`src/rtl/conf_mul_sched_pkg.sv`:
```
// Shared types and widths for the apx-first multiplier scheduler.
package conf_mul_sched_pkg;
  localparam int B_OFFSET = 11;
  localparam int PROD_W   = 32;
  localparam int CNT_W    = 9;

  typedef enum logic [2:0] {
    ST_IDLE = 3'd0,
    ST_EXEC = 3'd1,
    ST_RESP = 3'd2
  } state_e;
endpackage

```
`src/rtl/conf_mul_rr_arb2.sv`:
```
// Two-way round-robin arbiter: combinational grant, pointer moves past each winner.
module conf_mul_rr_arb2 (
  input  logic       clk,
  input  logic       rstN,
  input  logic       en_i,
  input  logic [1:0] req_i,
  output logic [1:0] gnt_o
);
  logic ptr_q, ptr_d;

  always_comb begin
    gnt_o = 2'b00;
    if (en_i) begin
      if (req_i == 2'b11) gnt_o = ptr_q ? 2'b10 : 2'b01;
      else                gnt_o = req_i;
    end
  end

  // A grant is always a handshake (ready is the grant); the next preference is the loser.
  assign ptr_d = (gnt_o != 2'b00) ? gnt_o[0] : ptr_q;

  always_ff @(posedge clk or negedge rstN) begin
    if (!rstN) ptr_q <= 1'b0;
    else       ptr_q <= ptr_d;
  end
endmodule

```
`src/rtl/conf_mul_apx_first_sched.sv`:
```
// Shares one configurable-accuracy multiplier between row/column passes with an apx-first mode policy.
// Optional statistics counters: define CONF_MUL_SCHED_STATS_EN.
module conf_mul_apx_first_sched
  import conf_mul_sched_pkg::*;
#(
  parameter int DATA_PATH_BITWIDTH = 24,
  parameter int MUL_LAT            = 2,
  parameter int BLOCK_LEN          = 64,
  parameter int APX_FIRST          = 32
) (
  input  logic                                      clk,
  input  logic                                      rstN,
  input  logic [1:0]                                req_valid,
  output logic [1:0]                                req_ready,
  input  logic [2*DATA_PATH_BITWIDTH-1:0]           req_a,
  input  logic [2*(DATA_PATH_BITWIDTH-B_OFFSET)-1:0] req_b,
  input  logic [1:0]                                req_acc,
  input  logic                                      blk_clr,
  output logic [DATA_PATH_BITWIDTH-1:0]             mul_a,
  output logic [DATA_PATH_BITWIDTH-B_OFFSET-1:0]    mul_b,
  output logic                                      mul_acc_sel,
  output logic [2:0]                                mul_state,
  output logic [CNT_W-1:0]                          mul_count0,
  input  logic [PROD_W-1:0]                         mul_p,
  output logic                                      rsp_valid,
  input  logic                                      rsp_ready,
  output logic [PROD_W-1:0]                         rsp_p,
  output logic                                      rsp_id,
  output logic                                      rsp_acc,
  output logic                                      blk_done,
  output logic [15:0]                               stat_acc,
  output logic [15:0]                               stat_apx
);
  localparam int DW = DATA_PATH_BITWIDTH;
  localparam int BW = DATA_PATH_BITWIDTH - B_OFFSET;
  localparam logic [3:0]       SETTLE_INIT = 4'(MUL_LAT - 1);
  localparam logic [CNT_W-1:0] LAST_C      = CNT_W'(BLOCK_LEN - 1);
  localparam logic [CNT_W-1:0] APX_FIRST_C = CNT_W'(APX_FIRST);

  state_e            state_q, state_d;
  logic [3:0]        settle_q;
  logic [DW-1:0]     a_q;
  logic [BW-1:0]     b_q;
  logic              sel_q, id_q, racc_q, done_q, done_d;
  logic [PROD_W-1:0] p_q;
  logic [CNT_W-1:0]  cnt_q, cnt_d;
  logic [1:0]        gnt;
  logic              hs, win_id, accept, settled;

  conf_mul_rr_arb2 u_arb (
    .clk   (clk),
    .rstN  (rstN),
    .en_i  (state_q == ST_IDLE),
    .req_i (req_valid),
    .gnt_o (gnt)
  );

  assign hs      = |gnt;
  assign win_id  = gnt[1];
  assign settled = (state_q == ST_EXEC) && (settle_q == 4'd0);
  assign accept  = rsp_valid & rsp_ready;

  always_ff @(posedge clk or negedge rstN) begin
    if (!rstN) state_q <= ST_IDLE;
    else       state_q <= state_d;
  end

  always_comb begin
    state_d = state_q;
    case (state_q)
      ST_IDLE: if (hs)        state_d = ST_EXEC;
      ST_EXEC: if (settled)   state_d = ST_RESP;
      ST_RESP: if (rsp_ready) state_d = ST_IDLE;
      default:                state_d = ST_IDLE;
    endcase
  end

  always_comb begin
    req_ready = gnt;
    rsp_valid = (state_q == ST_RESP);
    mul_state = state_q;
  end

  // Clear takes priority over the wrap, so a cleared block never reports done.
  always_comb begin
    cnt_d  = cnt_q;
    done_d = 1'b0;
    if (blk_clr) cnt_d = '0;
    else if (accept) begin
      if (cnt_q == LAST_C) begin
        cnt_d  = '0;
        done_d = 1'b1;
      end else cnt_d = cnt_q + CNT_W'(1);
    end
  end

  always_ff @(posedge clk or negedge rstN) begin
    if (!rstN) begin
      settle_q <= '0;
      a_q      <= '0;
      b_q      <= '0;
      sel_q    <= 1'b0;
      id_q     <= 1'b0;
      p_q      <= '0;
      racc_q   <= 1'b0;
      cnt_q    <= '0;
      done_q   <= 1'b0;
    end else begin
      if (hs) begin
        a_q      <= win_id ? req_a[2*DW-1:DW] : req_a[DW-1:0];
        b_q      <= win_id ? req_b[2*BW-1:BW] : req_b[BW-1:0];
        sel_q    <= req_acc[win_id] & (cnt_q >= APX_FIRST_C);
        id_q     <= win_id;
        settle_q <= SETTLE_INIT;
      end else if (state_q == ST_EXEC && settle_q != 4'd0) begin
        settle_q <= settle_q - 4'd1;
      end
      if (settled) begin
        p_q    <= mul_p;
        racc_q <= sel_q;
      end
      cnt_q  <= cnt_d;
      done_q <= done_d;
    end
  end

  assign mul_a       = a_q;
  assign mul_b       = b_q;
  assign mul_acc_sel = sel_q;
  assign mul_count0  = cnt_q;
  assign rsp_p       = p_q;
  assign rsp_id      = id_q;
  assign rsp_acc     = racc_q;
  assign blk_done    = done_q;

`ifdef CONF_MUL_SCHED_STATS_EN
  logic [15:0] sacc_q, sapx_q;

  always_ff @(posedge clk or negedge rstN) begin
    if (!rstN) begin
      sacc_q <= '0;
      sapx_q <= '0;
    end else if (accept) begin
      if (racc_q && sacc_q != 16'hFFFF)       sacc_q <= sacc_q + 16'd1;
      else if (!racc_q && sapx_q != 16'hFFFF) sapx_q <= sapx_q + 16'd1;
    end
  end

  assign stat_acc = sacc_q;
  assign stat_apx = sapx_q;
`else
  assign stat_acc = '0;
  assign stat_apx = '0;
`endif
endmodule

```
`config.mk`:
```
export PLATFORM = sky130hd
export DESIGN_NAME = conf_mul_apx_first_sched
export DESIGN_NICKNAME = d
export VERILOG_FILES = /design/src/rtl/conf_mul_sched_pkg.sv /design/src/rtl/conf_mul_rr_arb2.sv /design/src/rtl/conf_mul_apx_first_sched.sv
export SDC_FILE = /design/constraint.sdc
export NUM_CORES = 1
export LEC_CHECK = 0
export ABC_AREA = 0
export CORE_MARGIN = 4
export CORE_UTILIZATION = 25
export CTS_CLUSTER_DIAMETER = 120
export DETAILED_ROUTE_END_ITERATION = 12
export GPL_TIMING_DRIVEN = 0
export PLACE_DENSITY = 0.65
export SLEW_MARGIN = 20
export SYNTH_ARGS = -nofsm -noshare
export SYNTH_HDL_FRONTEND = slang
export SYNTH_HIERARCHICAL = 1
export SYNTH_SLANG_ARGS = --single-unit
export TNS_END_PERCENT = 1
```
`constraint.sdc`:
```
create_clock -name clk -period 2 [get_ports clk]
set_input_delay 0.4 -clock clk [delete_from_list [all_inputs] [get_ports clk]]
set_output_delay 0.4 -clock clk [all_outputs]
set_load 0.03 [all_outputs]
```
==> impl_metrics.xml, run 1 <==
<?xml version="1.0" encoding="UTF-8"?>
<metrics>
  <group name="timing">
    <metric name="timing.fmax" unit="MHz">521</metric>
    <metric name="worst_slew_margin_rel" unit="%">65.9</metric>
    <metric name="report.final.setup_viol" unit="">0</metric>
    <metric name="layout_min_cycle_time" unit="ps">1920</metric>
    <metric name="slew_violations" unit="">0</metric>
    <metric name="rsz0062_at_grt" unit="">no</metric>
    <metric name="finalCritPeriodShare" unit="%">96.0</metric>
    <metric name="hold_viol_final" unit="">0</metric>
    <metric name="fin_worst_skew" unit="ps">7.49</metric>
    <metric name="worst_slew_pin_slew" unit="ps">512</metric>
    <metric name="setup_slack" unit="ps">79.4</metric>
  </group>
  <group name="placed_design">
    <metric name="number_of_instances_in_the_placed_design" unit="">822</metric>
    <metric name="postPlaceCellArea" unit="µm²">6740</metric>
    <metric name="dp_worst_setup_slack" unit="ps">-443</metric>
    <metric name="dpl.hpwl" unit="µm">9660</metric>
    <metric name="port_buffers" unit="">200</metric>
    <metric name="gp_routability_congestion" unit="">0.827</metric>
  </group>
  <group name="global_routing">
    <metric name="wire_length_of_the_first_global_routing_pass" unit="µm">19900</metric>
    <metric name="grt_antenna_before_repair" unit="">0</metric>
    <metric name="grt_use_met1" unit="%">14.8</metric>
    <metric name="grt_start_max_net_pins" unit="">60</metric>
    <metric name="grt_use_total" unit="%">12.7</metric>
    <metric name="first_global_vias" unit="">3772</metric>
    <metric name="grt-ovfl-total" unit="">0</metric>
    <metric name="met3_usage" unit="%">3.72</metric>
    <metric name="gr-usage-met2" unit="%">22.2</metric>
    <metric name="globalRoute.busiestLayer" unit="">met2</metric>
  </group>
  <group name="yosys">
    <metric name="synth_edf_count" unit="">0</metric>
    <metric name="yosys_warnings" unit="">6</metric>
    <metric name="synth_area_per_cell" unit="µm²">11.6</metric>
    <metric name="asyncSetResetFlopFracSynth" unit="%">100</metric>
    <metric name="ys_seq_area_share" unit="%">51.9</metric>
    <metric name="synth_seq_cells" unit="">89</metric>
    <metric name="netlist_area" unit="µm²">4290</metric>
    <metric name="synthFlopType" unit="">sky130_fd_sc_hd__dfrtp_1</metric>
    <metric name="synthCells" unit="">369</metric>
    <metric name="count_of_cell_types_in_the_netlist" unit="">36</metric>
  </group>
  <group name="pwr">
    <metric name="cellPowerDensity" unit="nW/µm²">1490</metric>
    <metric name="total_leakage_power" unit="nW">3.10</metric>
    <metric name="totalPowerFinal" unit="mW">10.5</metric>
    <metric name="ir_drop" unit="mV">0.679</metric>
  </group>
  <group name="cts">
    <metric name="cts_tree" unit="">yes</metric>
    <metric name="cts_htree_levels" unit="">3</metric>
    <metric name="numCtsBuffers" unit="">9</metric>
    <metric name="cts.sink_count" unit="">89</metric>
    <metric name="clk_pin_slew_worst_paths" unit="ps">70</metric>
    <metric name="cts-root-to-sink-buffers" unit="">2</metric>
    <metric name="clock_insertion_delay_worst_skew" unit="ps">340</metric>
    <metric name="cts_root_buf" unit="">sky130_fd_sc_hd__clkbuf_16</metric>
  </group>
  <group name="routing">
    <metric name="detail_route.wl_per_cell" unit="µm">15.0</metric>
    <metric name="detailroute.via_count" unit="">3511</metric>
    <metric name="detail_route.wirelength" unit="µm">12600</metric>
    <metric name="drtIter0Drc" unit="">131</metric>
    <metric name="vias_per_cell" unit="">4.18</metric>
    <metric name="drt.antenna.violating_nets" unit="">0</metric>
    <metric name="drcViolationCount" unit="">0</metric>
    <metric name="first_pass_iters" unit="">4</metric>
  </group>
  <group name="flow_run">
    <metric name="max-cap-violations" unit="">0</metric>
  </group>
  <group name="floorplan">
    <metric name="coreArea" unit="µm²">16700</metric>
    <metric name="chipWidth" unit="µm">139</metric>
    <metric name="std_cell_rows" unit="">47</metric>
    <metric name="floorplan.die.height" unit="µm">139</metric>
    <metric name="ioPinCount" unit="">234</metric>
    <metric name="initial_core_util" unit="%">25.7</metric>
    <metric name="floorplan.die_area" unit="µm²">19300</metric>
  </group>
  <group name="setup_path">
    <metric name="r2r-start" unit="">mul_state[1]</metric>
    <metric name="worstPathRequired" unit="ps">1600</metric>
    <metric name="critical_path.startpoint_type" unit="">register</metric>
    <metric name="worst_path_max_delay_cell" unit="">sky130_fd_sc_hd__clkdlybuf4s50_1</metric>
    <metric name="critical_path_buf_inv_count" unit="">1</metric>
    <metric name="rr_worst_depth" unit="">7</metric>
    <metric name="crit_family" unit="">buffers and inverters</metric>
    <metric name="arrival" unit="ps">1520</metric>
    <metric name="timing.rr.end" unit="">mul_b[5]</metric>
    <metric name="critical_path.cell_chain" unit="">clkdlybuf4s50_1</metric>
    <metric name="endpoint_kind" unit="">primary output</metric>
    <metric name="r2r_setup_slack" unit="ps">170</metric>
    <metric name="critPathMaxStageDelay" unit="ps">730</metric>
    <metric name="path_max_fanout" unit="">6</metric>
    <metric name="cp_num_cells" unit="">1</metric>
    <metric name="setup.worst_path.class" unit="">reg2out</metric>
  </group>
  <group name="layout">
    <metric name="drive_above_1_share" unit="%">17.6</metric>
    <metric name="mostFrequentLayoutCells" unit="">sky130_fd_sc_hd__clkdlybuf4s50_1, sky130_fd_sc_hd__dfrtp_1, sky130_fd_sc_hd__nand2_1</metric>
    <metric name="layout.cells.most_common" unit="">sky130_fd_sc_hd__clkdlybuf4s50_1</metric>
    <metric name="number_of_diodes_added_for_antenna_fixing" unit="">0</metric>
    <metric name="final-instance-count-excl-fill" unit="">839</metric>
    <metric name="areaGrowthSynthToFinish" unit="%">64.3</metric>
    <metric name="post-route-util" unit="%">42.2</metric>
    <metric name="filler_cell_count" unit="">1593</metric>
    <metric name="fin_area" unit="µm²">7050</metric>
    <metric name="finish.net_count" unit="">732</metric>
  </group>
  <group name="worst_hold_path">
    <metric name="min-delay-start" unit="">rsp_id</metric>
    <metric name="worstHoldEndpoint" unit="">rsp_id</metric>
    <metric name="min_path_cells" unit="">1</metric>
    <metric name="worst_hold_path_type" unit="">reg2reg</metric>
  </group>
  <group name="status">
    <metric name="run_status" unit="">finished, final reports clean</metric>
  </group>
</metrics>
[flip-flops by register name (all words and copies together), names as in the netlist, 2 cells and up]
name        cells
mul_a          24
mul_b          13
rsp_p          32
settle_q        4
mul_count0      9
mul_state       2
[repair_timing]
action | 4_1_cts | 5_1_grt
resized for setup | 18 | 2
gates cloned | 0 | 0
endpoints found under the hold margin | 30 | 0
setup endpoints to repair | 42 | 1
buffers inserted | 0 | 0
hold buffers | 1 | 0
[area by class of cell]
class | count | area, µm² | area share, %
tap | 220 | 275 | 3.91
clock buffer | 11 | 253 | 3.59
timing repair buffer | 202 | 2030 | 28.8
clock inverter | 5 | 37.5 | 0.533
multi-input combinational | 253 | 1830 | 25.9
inverter | 7 | 26.3 | 0.373
buffer | 52 | 369 | 5.24
sequential | 89 | 2230 | 31.6
[power by group]
part	switching [mW]	internal [mW]
Combinational	3.09	2.65
Sequential	0.480	2.60
Clock	0.742	0.918
Total	4.31	6.16
[synthesized netlist by cell type (2+ instances only)]
cell type | count | area, µm²
sky130_fd_sc_hd__buf_2 | 6 | 30.0
sky130_fd_sc_hd__inv_1 | 7 | 26.3
sky130_fd_sc_hd__nand3_1 | 4 | 20.0
sky130_fd_sc_hd__mux2i_1 | 38 | 380
sky130_fd_sc_hd__o2111ai_1 | 3 | 26.3
sky130_fd_sc_hd__mux2_2 | 4 | 45.0
sky130_fd_sc_hd__dfrtp_1 | 89 | 2230
sky130_fd_sc_hd__a21oi_1 | 5 | 25.0
sky130_fd_sc_hd__and3_1 | 3 | 18.8
sky130_fd_sc_hd__nor2_1 | 12 | 45.0
sky130_fd_sc_hd__xnor2_1 | 2 | 17.5
sky130_fd_sc_hd__buf_4 | 34 | 255
sky130_fd_sc_hd__buf_6 | 3 | 33.8
sky130_fd_sc_hd__ha_1 | 4 | 50.1
sky130_fd_sc_hd__nor3_1 | 4 | 20.0
sky130_fd_sc_hd__clkbuf_1 | 9 | 33.8
sky130_fd_sc_hd__a21o_1 | 2 | 15.0
sky130_fd_sc_hd__nand3b_1 | 2 | 15.0
sky130_fd_sc_hd__mux2_4 | 29 | 435
sky130_fd_sc_hd__nand2_1 | 48 | 180
sky130_fd_sc_hd__xor2_1 | 8 | 70.1
sky130_fd_sc_hd__o21ai_0 | 39 | 195
[worst max-delay path by stage]
stage | start | end | slack, ps
2_1_floorplan | mul_state[1] | mul_a[0] | 10
3_3_place_gp | rstN | mul_count0[3] | -2890
3_5_place_dp | req_valid[1] | mul_a[7] | -440
4_1_cts | mul_state[0] | req_ready[1] | -70
5_1_grt | mul_state[0] | mul_a[6] | 0.7
6_report | mul_count0[6] | mul_count0[6] | 80
[routing by layer]
layer	routed length (µm)	vias up
li1	-	1683
met1	5220	1672
met2	6280	133
met3	740	23
met4	340	0
met5	0	-
[cells by family (layout without fill, tap and decap cells)]
group	Yosys count	count (layout)	synth area share, %
other	1	33	0.0874
muxes	71	71	20.1
buffers and inverters	59	277	8.84
xor gates and xnor gates	10	10	2.04
and+or+nand+nor	82	82	8.99
DFF	89	89	51.9
adders and majority gates	4	4	1.17
AOI/OAI and AO/OA	53	53	6.88
[stage by stage]
stage | hold WS (ps) | TNS [ps]
3_5_place_dp | 303 | -16620
5_1_grt | 506 | 0
6_report | 481 | 0
3_3_place_gp | 465 | -270690
2_1_floorplan | 104 | 0
4_1_cts | 485 | -69.2
(Power assumes the default switching activity.)
==> inputs of run 2 (changes only) <==
Settings changed: DONT_BUFFER_PORTS from default to 1, PLACE_DENSITY 0.65 to 0.47, REMOVE_ABC_BUFFERS from default to 1.
==> run 2 against run 1 <==
Net effect: the run now ends with negative hold slack left; flip-flop and latch count did not move; sequential share of layout area rose by 15 points; sequential power rose by 52%; non-clock buffer count down 246; maximum frequency down 1.2%; clock power rose by 4%; final cell count shrank 29%; critical endpoint is now rsp_p[13]; highest routed layer unchanged.
==> impl_metrics.xml, run 2 (same netlist as run 1, synthesis figures left out) <==
<?xml version="1.0" encoding="UTF-8"?>
<metrics>
  <group name="setup_path">
    <metric name="worstPathRequired" unit="ps">2220</metric>
    <metric name="rr_worst_depth" unit="">3</metric>
    <metric name="path_max_fanout" unit="">34</metric>
    <metric name="timing.rr.end" unit="">rsp_p[13]</metric>
    <metric name="endpoint_kind" unit="">register</metric>
    <metric name="arrival" unit="ps">2170</metric>
    <metric name="r2r-start" unit="">mul_state[0]</metric>
    <metric name="setup.worst_path.class" unit="">reg2reg</metric>
    <metric name="r2r_setup_slack" unit="ps">60</metric>
    <metric name="critical_path.startpoint_type" unit="">register</metric>
  </group>
  <group name="global_routing">
    <metric name="grt-ovfl-total" unit="">0</metric>
    <metric name="grt_antenna_before_repair" unit="">0</metric>
    <metric name="met3_usage" unit="%">4.21</metric>
    <metric name="gr-usage-met2" unit="%">16.0</metric>
    <metric name="first_global_vias" unit="">2612</metric>
    <metric name="grt_use_total" unit="%">9.77</metric>
    <metric name="grt_use_met1" unit="%">11.0</metric>
    <metric name="wire_length_of_the_first_global_routing_pass" unit="µm">14900</metric>
    <metric name="grt_start_max_net_pins" unit="">90</metric>
    <metric name="globalRoute.busiestLayer" unit="">met2</metric>
  </group>
  <group name="cts">
    <metric name="clock_insertion_delay_worst_skew" unit="ps">340</metric>
    <metric name="cts_tree" unit="">yes</metric>
    <metric name="clk_pin_slew_worst_paths" unit="ps">70</metric>
    <metric name="cts_htree_levels" unit="">3</metric>
    <metric name="cts-root-to-sink-buffers" unit="">2</metric>
    <metric name="numCtsBuffers" unit="">9</metric>
    <metric name="cts.sink_count" unit="">89</metric>
    <metric name="cts_root_buf" unit="">sky130_fd_sc_hd__clkbuf_16</metric>
  </group>
  <group name="floorplan">
    <metric name="floorplan.die.height" unit="µm">139</metric>
    <metric name="initial_core_util" unit="%">25.7</metric>
    <metric name="ioPinCount" unit="">234</metric>
    <metric name="coreArea" unit="µm²">16700</metric>
    <metric name="std_cell_rows" unit="">47</metric>
    <metric name="floorplan.die_area" unit="µm²">19300</metric>
    <metric name="chipWidth" unit="µm">139</metric>
  </group>
  <group name="timing">
    <metric name="worst_slew_pin_slew" unit="ps">669</metric>
    <metric name="report.final.setup_viol" unit="">0</metric>
    <metric name="fin_worst_skew" unit="ps">7.70</metric>
    <metric name="layout_min_cycle_time" unit="ps">1940</metric>
    <metric name="hold_viol_final" unit="">89</metric>
    <metric name="finalCritPeriodShare" unit="%">97.2</metric>
    <metric name="timing.fmax" unit="MHz">514</metric>
    <metric name="setup_slack" unit="ps">55.4</metric>
    <metric name="slew_violations" unit="">0</metric>
    <metric name="rsz0062_at_grt" unit="">yes</metric>
    <metric name="worst_slew_margin_rel" unit="%">55.4</metric>
    <metric name="hold-worst-slack" unit="ps">-253</metric>
  </group>
  <group name="layout">
    <metric name="mostFrequentLayoutCells" unit="">sky130_fd_sc_hd__dfrtp_1, sky130_fd_sc_hd__nand2_1, sky130_fd_sc_hd__o21ai_0</metric>
    <metric name="fin_area" unit="µm²">4820</metric>
    <metric name="areaGrowthSynthToFinish" unit="%">12.4</metric>
    <metric name="layout.cells.most_common" unit="">sky130_fd_sc_hd__dfrtp_1</metric>
    <metric name="post-route-util" unit="%">28.9</metric>
    <metric name="layout.area.seq" unit="µm²">2230</metric>
    <metric name="area_used_by_multi_input_combinational_logic" unit="µm²">1840</metric>
    <metric name="largest_register_ff_count" unit="">32</metric>
    <metric name="finish.net_count" unit="">487</metric>
    <metric name="number_of_diodes_added_for_antenna_fixing" unit="">0</metric>
    <metric name="drive_above_1_share" unit="%">18.4</metric>
    <metric name="filler_cell_count" unit="">1722</metric>
  </group>
  <group name="placed_design">
    <metric name="dp_worst_setup_slack" unit="ps">-418</metric>
    <metric name="gp_routability_congestion" unit="">0.778</metric>
    <metric name="port_buffers" unit="">0</metric>
    <metric name="dpl.hpwl" unit="µm">6890</metric>
    <metric name="postPlaceCellArea" unit="µm²">4460</metric>
  </group>
  <group name="routing">
    <metric name="drt.antenna.violating_nets" unit="">0</metric>
    <metric name="drcViolationCount" unit="">0</metric>
    <metric name="first_pass_iters" unit="">4</metric>
    <metric name="drtIter0Drc" unit="">90</metric>
    <metric name="detail_route.wirelength" unit="µm">9820</metric>
    <metric name="detail_route.wl_per_cell" unit="µm">16.5</metric>
    <metric name="detailroute.via_count" unit="">2603</metric>
    <metric name="vias_per_cell" unit="">4.38</metric>
  </group>
  <group name="status">
    <metric name="failed_checks" unit="">negative hold slack</metric>
    <metric name="run_status" unit="">finished with violations</metric>
  </group>
  <group name="pwr">
    <metric name="ir_drop" unit="mV">0.714</metric>
    <metric name="cellPowerDensity" unit="nW/µm²">1830</metric>
    <metric name="total_leakage_power" unit="nW">2.13</metric>
  </group>
  <group name="worst_hold_path">
    <metric name="worst_hold_path_type" unit="">in2async</metric>
  </group>
  <group name="flow_run">
    <metric name="max-cap-violations" unit="">0</metric>
  </group>
</metrics>
[run 2: cell types whose count changed in the layout (fill, tap and decap cells not counted), sizes merged]
cell,previous run,this run
a21oi,6,7
clkdlybuf4s50,196,0
clkbuf,21,12
dlygate4sd2,1,0
clkinv,1,3
buf,46,6
dlygate4sd3,1,0
bufinv,0,1
inv,9,7
[run 2: cell type report]
class	instances	share of cell area, %
inverters	7	0.545
clock inverters	6	1.40
multi-input cells	254	38.3
well taps	220	5.71
repair buffers	8	2.88
clock buffers	10	4.96
flip-flops and latches	89	46.2
[run 2: worst max path at each step]
stage	start	endpoint	slack, ps	cells after the start
3_5_place_dp	mul_state[1]	mul_a[13]	-420	7
6_report	mul_state[0]	rsp_p[13]	60	3
3_3_place_gp	mul_state[1]	mul_state[0]	-4100	5
4_1_cts	mul_state[0]	req_ready[1]	0.9	4
5_1_grt	mul_state[0]	rsp_p[28]	-30	3
2_1_floorplan	mul_state[1]	mul_a[0]	-2760	5
[run 2: metal layers]
metal	vias to the layer above	wire, µm
met3	12	1020
met2	145	4810
met5	-	0
met1	1250	3790
met4	0	194
li1	1196	-
[run 2: critical path, stage by stage (launching register included)]
cell and delay [ps]:
sky130_fd_sc_hd__dfrtp_2 530, sky130_fd_sc_hd__nor2b_4 260, sky130_fd_sc_hd__nand3_4 490, sky130_fd_sc_hd__mux2_4 500
[run 2: report_power, final]
group / switching, mW / internal [mW]
Clock: 0.719 / 1.00
Combinational: 1.12 / 1.28
Sequential: 2.12 / 2.57
[run 2: timing repair]
| item | in CTS | in global routing |
|---|---|---|
| buffers inserted | 2 | 1 |
| gates resized for setup | 4 | 3 |
| cloned | 1 | 1 |
| endpoints found under the hold margin | 89 | 89 |
| pin swaps | 0 | 1 |
| endpoints found under the setup margin | 76 | 25 |
[run 2: per-stage QoR]
step                      power [mW]  setup TNS (ps)  hold slack [ps]  std cells
after detailed placement        7.08          -12650              107        573
final                           8.81               0             -253        594
after global routing            9.34            -754             -285        594
after CTS                       8.95               0             -279        592
after global placement          6.86         -180630              107        569
after floorplan                 6.47         -124750              104        349
==> inputs of run 3 (changes only) <==
Clock period 2 ns to 2.2 ns, I/O delays scaled along.
==> run 3 against run 2 <==
Net effect: the run still ends with negative hold slack left; core utilization fell by 0.13 points; via count fell by 1.0%; wire length fell by 1.0%; cell area fell by 0.44%; global-route usage fell by 0.46 points; non-clock buffer count fell by 2.
==> impl_metrics.xml, run 3 (same netlist as run 1, synthesis figures left out) <==
<?xml version="1.0" encoding="UTF-8"?>
<metrics>
  <group name="placed_design">
    <metric name="dpl.hpwl" unit="µm">6890</metric>
    <metric name="gp_routability_congestion" unit="">0.778</metric>
    <metric name="port_buffers" unit="">0</metric>
    <metric name="number_of_instances_in_the_placed_design" unit="">573</metric>
    <metric name="dp_worst_setup_slack" unit="ps">-218</metric>
  </group>
  <group name="layout">
    <metric name="drive_above_1_share" unit="%">17.7</metric>
    <metric name="filler_cell_count" unit="">1724</metric>
    <metric name="post-route-util" unit="%">28.7</metric>
    <metric name="areaGrowthSynthToFinish" unit="%">11.9</metric>
    <metric name="number_of_diodes_added_for_antenna_fixing" unit="">0</metric>
    <metric name="finish.net_count" unit="">485</metric>
    <metric name="mostFrequentLayoutCells" unit="">sky130_fd_sc_hd__dfrtp_1, sky130_fd_sc_hd__nand2_1, sky130_fd_sc_hd__o21ai_0</metric>
    <metric name="final-instance-count-excl-fill" unit="">592</metric>
    <metric name="layout.cells.most_common" unit="">sky130_fd_sc_hd__dfrtp_1</metric>
    <metric name="largest_register_ff_count" unit="">32</metric>
  </group>
  <group name="setup_path">
    <metric name="critical_path.startpoint_type" unit="">register</metric>
    <metric name="endpoint_kind" unit="">primary output</metric>
    <metric name="arrival" unit="ps">1630</metric>
    <metric name="setup.worst_path.class" unit="">reg2out</metric>
    <metric name="r2r_setup_slack" unit="ps">270</metric>
    <metric name="worst_path_max_delay_cell" unit="">sky130_fd_sc_hd__dfrtp_2</metric>
    <metric name="worstPathRequired" unit="ps">1760</metric>
    <metric name="path_max_fanout" unit="">21</metric>
    <metric name="rr_worst_depth" unit="">3</metric>
    <metric name="critPathMaxStageDelay" unit="ps">530</metric>
    <metric name="timing.rr.end" unit="">rsp_p[13]</metric>
    <metric name="worst_setup_path_endpoint" unit="">req_ready[1]</metric>
    <metric name="r2r-start" unit="">mul_state[0]</metric>
    <metric name="timing.critical_path.from" unit="">mul_state[1]</metric>
    <metric name="critical_path.cell_chain" unit="">nor2_2 -&gt; nand2_1 -&gt; a21oi_4 -&gt; buf_16</metric>
  </group>
  <group name="routing">
    <metric name="detailroute.via_count" unit="">2577</metric>
    <metric name="drcViolationCount" unit="">0</metric>
    <metric name="drt.antenna.violating_nets" unit="">0</metric>
    <metric name="detail_route.wirelength" unit="µm">9720</metric>
    <metric name="detail_route.wl_per_cell" unit="µm">16.4</metric>
    <metric name="vias_per_cell" unit="">4.35</metric>
    <metric name="drtIter0Drc" unit="">93</metric>
    <metric name="first_pass_iters" unit="">4</metric>
  </group>
  <group name="timing">
    <metric name="finalCritPeriodShare" unit="%">94.1</metric>
    <metric name="fin_worst_skew" unit="ps">7.82</metric>
    <metric name="worst_slew_pin_slew" unit="ps">669</metric>
    <metric name="timing.fmax" unit="MHz">483</metric>
    <metric name="rsz0062_at_grt" unit="">no</metric>
    <metric name="layout_min_cycle_time" unit="ps">2070</metric>
    <metric name="hold_viol_final" unit="">89</metric>
    <metric name="report.final.setup_viol" unit="">0</metric>
    <metric name="hold-worst-slack" unit="ps">-213</metric>
    <metric name="setup_slack" unit="ps">131</metric>
    <metric name="worst_slew_margin_rel" unit="%">55.4</metric>
    <metric name="slew_violations" unit="">0</metric>
  </group>
  <group name="global_routing">
    <metric name="grt_use_total" unit="%">9.31</metric>
    <metric name="wire_length_of_the_first_global_routing_pass" unit="µm">14400</metric>
    <metric name="grt_antenna_before_repair" unit="">0</metric>
    <metric name="first_global_vias" unit="">2555</metric>
    <metric name="grt-ovfl-total" unit="">0</metric>
    <metric name="grt_start_max_net_pins" unit="">90</metric>
  </group>
  <group name="pwr">
    <metric name="cellPowerDensity" unit="nW/µm²">1660</metric>
    <metric name="power.share.combinational" unit="%">27.0</metric>
    <metric name="power_frac_seq" unit="%">53.3</metric>
    <metric name="proportion_of_power_drawn_by_the_clock_network" unit="%">19.7</metric>
    <metric name="p_sw" unit="mW">3.59</metric>
    <metric name="totalPowerFinal" unit="mW">7.99</metric>
    <metric name="power.switching_fraction" unit="%">44.9</metric>
    <metric name="total_leakage_power" unit="nW">2.11</metric>
    <metric name="ir_drop" unit="mV">0.649</metric>
    <metric name="cell_internal_pwr" unit="mW">4.40</metric>
  </group>
  <group name="cts">
    <metric name="cts.sink_count" unit="">89</metric>
    <metric name="cts_htree_levels" unit="">3</metric>
    <metric name="cts-root-to-sink-buffers" unit="">2</metric>
    <metric name="cts_tree" unit="">yes</metric>
    <metric name="cts_root_buf" unit="">sky130_fd_sc_hd__clkbuf_16</metric>
    <metric name="clk_pin_slew_worst_paths" unit="ps">70</metric>
    <metric name="numCtsBuffers" unit="">9</metric>
    <metric name="clock_insertion_delay_worst_skew" unit="ps">340</metric>
  </group>
  <group name="flow_run">
    <metric name="max-cap-violations" unit="">0</metric>
  </group>
  <group name="floorplan">
    <metric name="initial_core_util" unit="%">25.7</metric>
    <metric name="std_cell_rows" unit="">47</metric>
    <metric name="floorplan.die.height" unit="µm">139</metric>
    <metric name="ioPinCount" unit="">234</metric>
    <metric name="chipWidth" unit="µm">139</metric>
    <metric name="coreArea" unit="µm²">16700</metric>
    <metric name="floorplan.die_area" unit="µm²">19300</metric>
  </group>
  <group name="status">
    <metric name="run_status" unit="">finished with violations</metric>
    <metric name="failed_checks" unit="">negative hold slack</metric>
  </group>
  <group name="worst_hold_path">
    <metric name="worst_hold_path_type" unit="">in2async</metric>
  </group>
</metrics>
-- run 3: final cells by class --
type / instances / area, µm² / share of cell area (%)
clock inverters: 6 / 67.6 / 1.41
multi-input cells: 254 / 1840 / 38.3
inverters: 7 / 26.3 / 0.547
repair buffers: 6 / 125 / 2.61
flip-flops and latches: 89 / 2230 / 46.5
well taps: 220 / 275 / 5.74
clock buffers: 10 / 239 / 4.98
-- run 3: power groups by stage --
stage	Clock [mW]	Sequential (mW)	Combinational [mW]
2_1_floorplan	0	4.10	1.78
3_3_place_gp	0	4.30	2.00
3_5_place_dp	0	4.29	2.15
4_1_cts	1.65	4.28	2.15
5_1_grt	1.72	4.36	2.38
6_report	1.57	4.26	2.16
-- run 3: critical path, delay by kind of cell, from the launching register on --
family / cells / cell delay [ps]
and+or+nand+nor: 2 / 330
DFF: 1 / 530
buffers and inverters: 1 / 190
AOI/OAI and AO/OA: 1 / 230
-- run 3: worst min path at each step --
stage,end
5_1_grt,mul_b[12]
2_1_floorplan,blk_done
4_1_cts,mul_b[12]
6_report,mul_b[12]
3_3_place_gp,mul_b[4]
3_5_place_dp,mul_a[17]
-- run 3: routing by layer --
layer	vias up	track usage [%]	share of wire [%]
met4	0	4.48	1.8
met3	11	4.21	10
met1	1233	10.8	38
met5	-	0	0
li1	1191	-	-
met2	142	14.7	49
-- run 3: repair_timing --
| item | in CTS | in global routing |
|---|---|---|
| buffers inserted | 1 | 1 |
| gates cloned | 0 | 1 |
| hold endpoints to repair | 89 | 89 |
| setup endpoints to repair | 23 | 1 |
| gates resized for setup | 3 | 0 |
-- run 3: metrics by stage --
step / TNS [ps] / cell area (µm²)
detailed placement: -3780 / 4460
global route: 0 / 4800
CTS: -172 / 4780
finish: 0 / 4800
global placement: -170420 / 4330
floorplan: -115630 / 4060
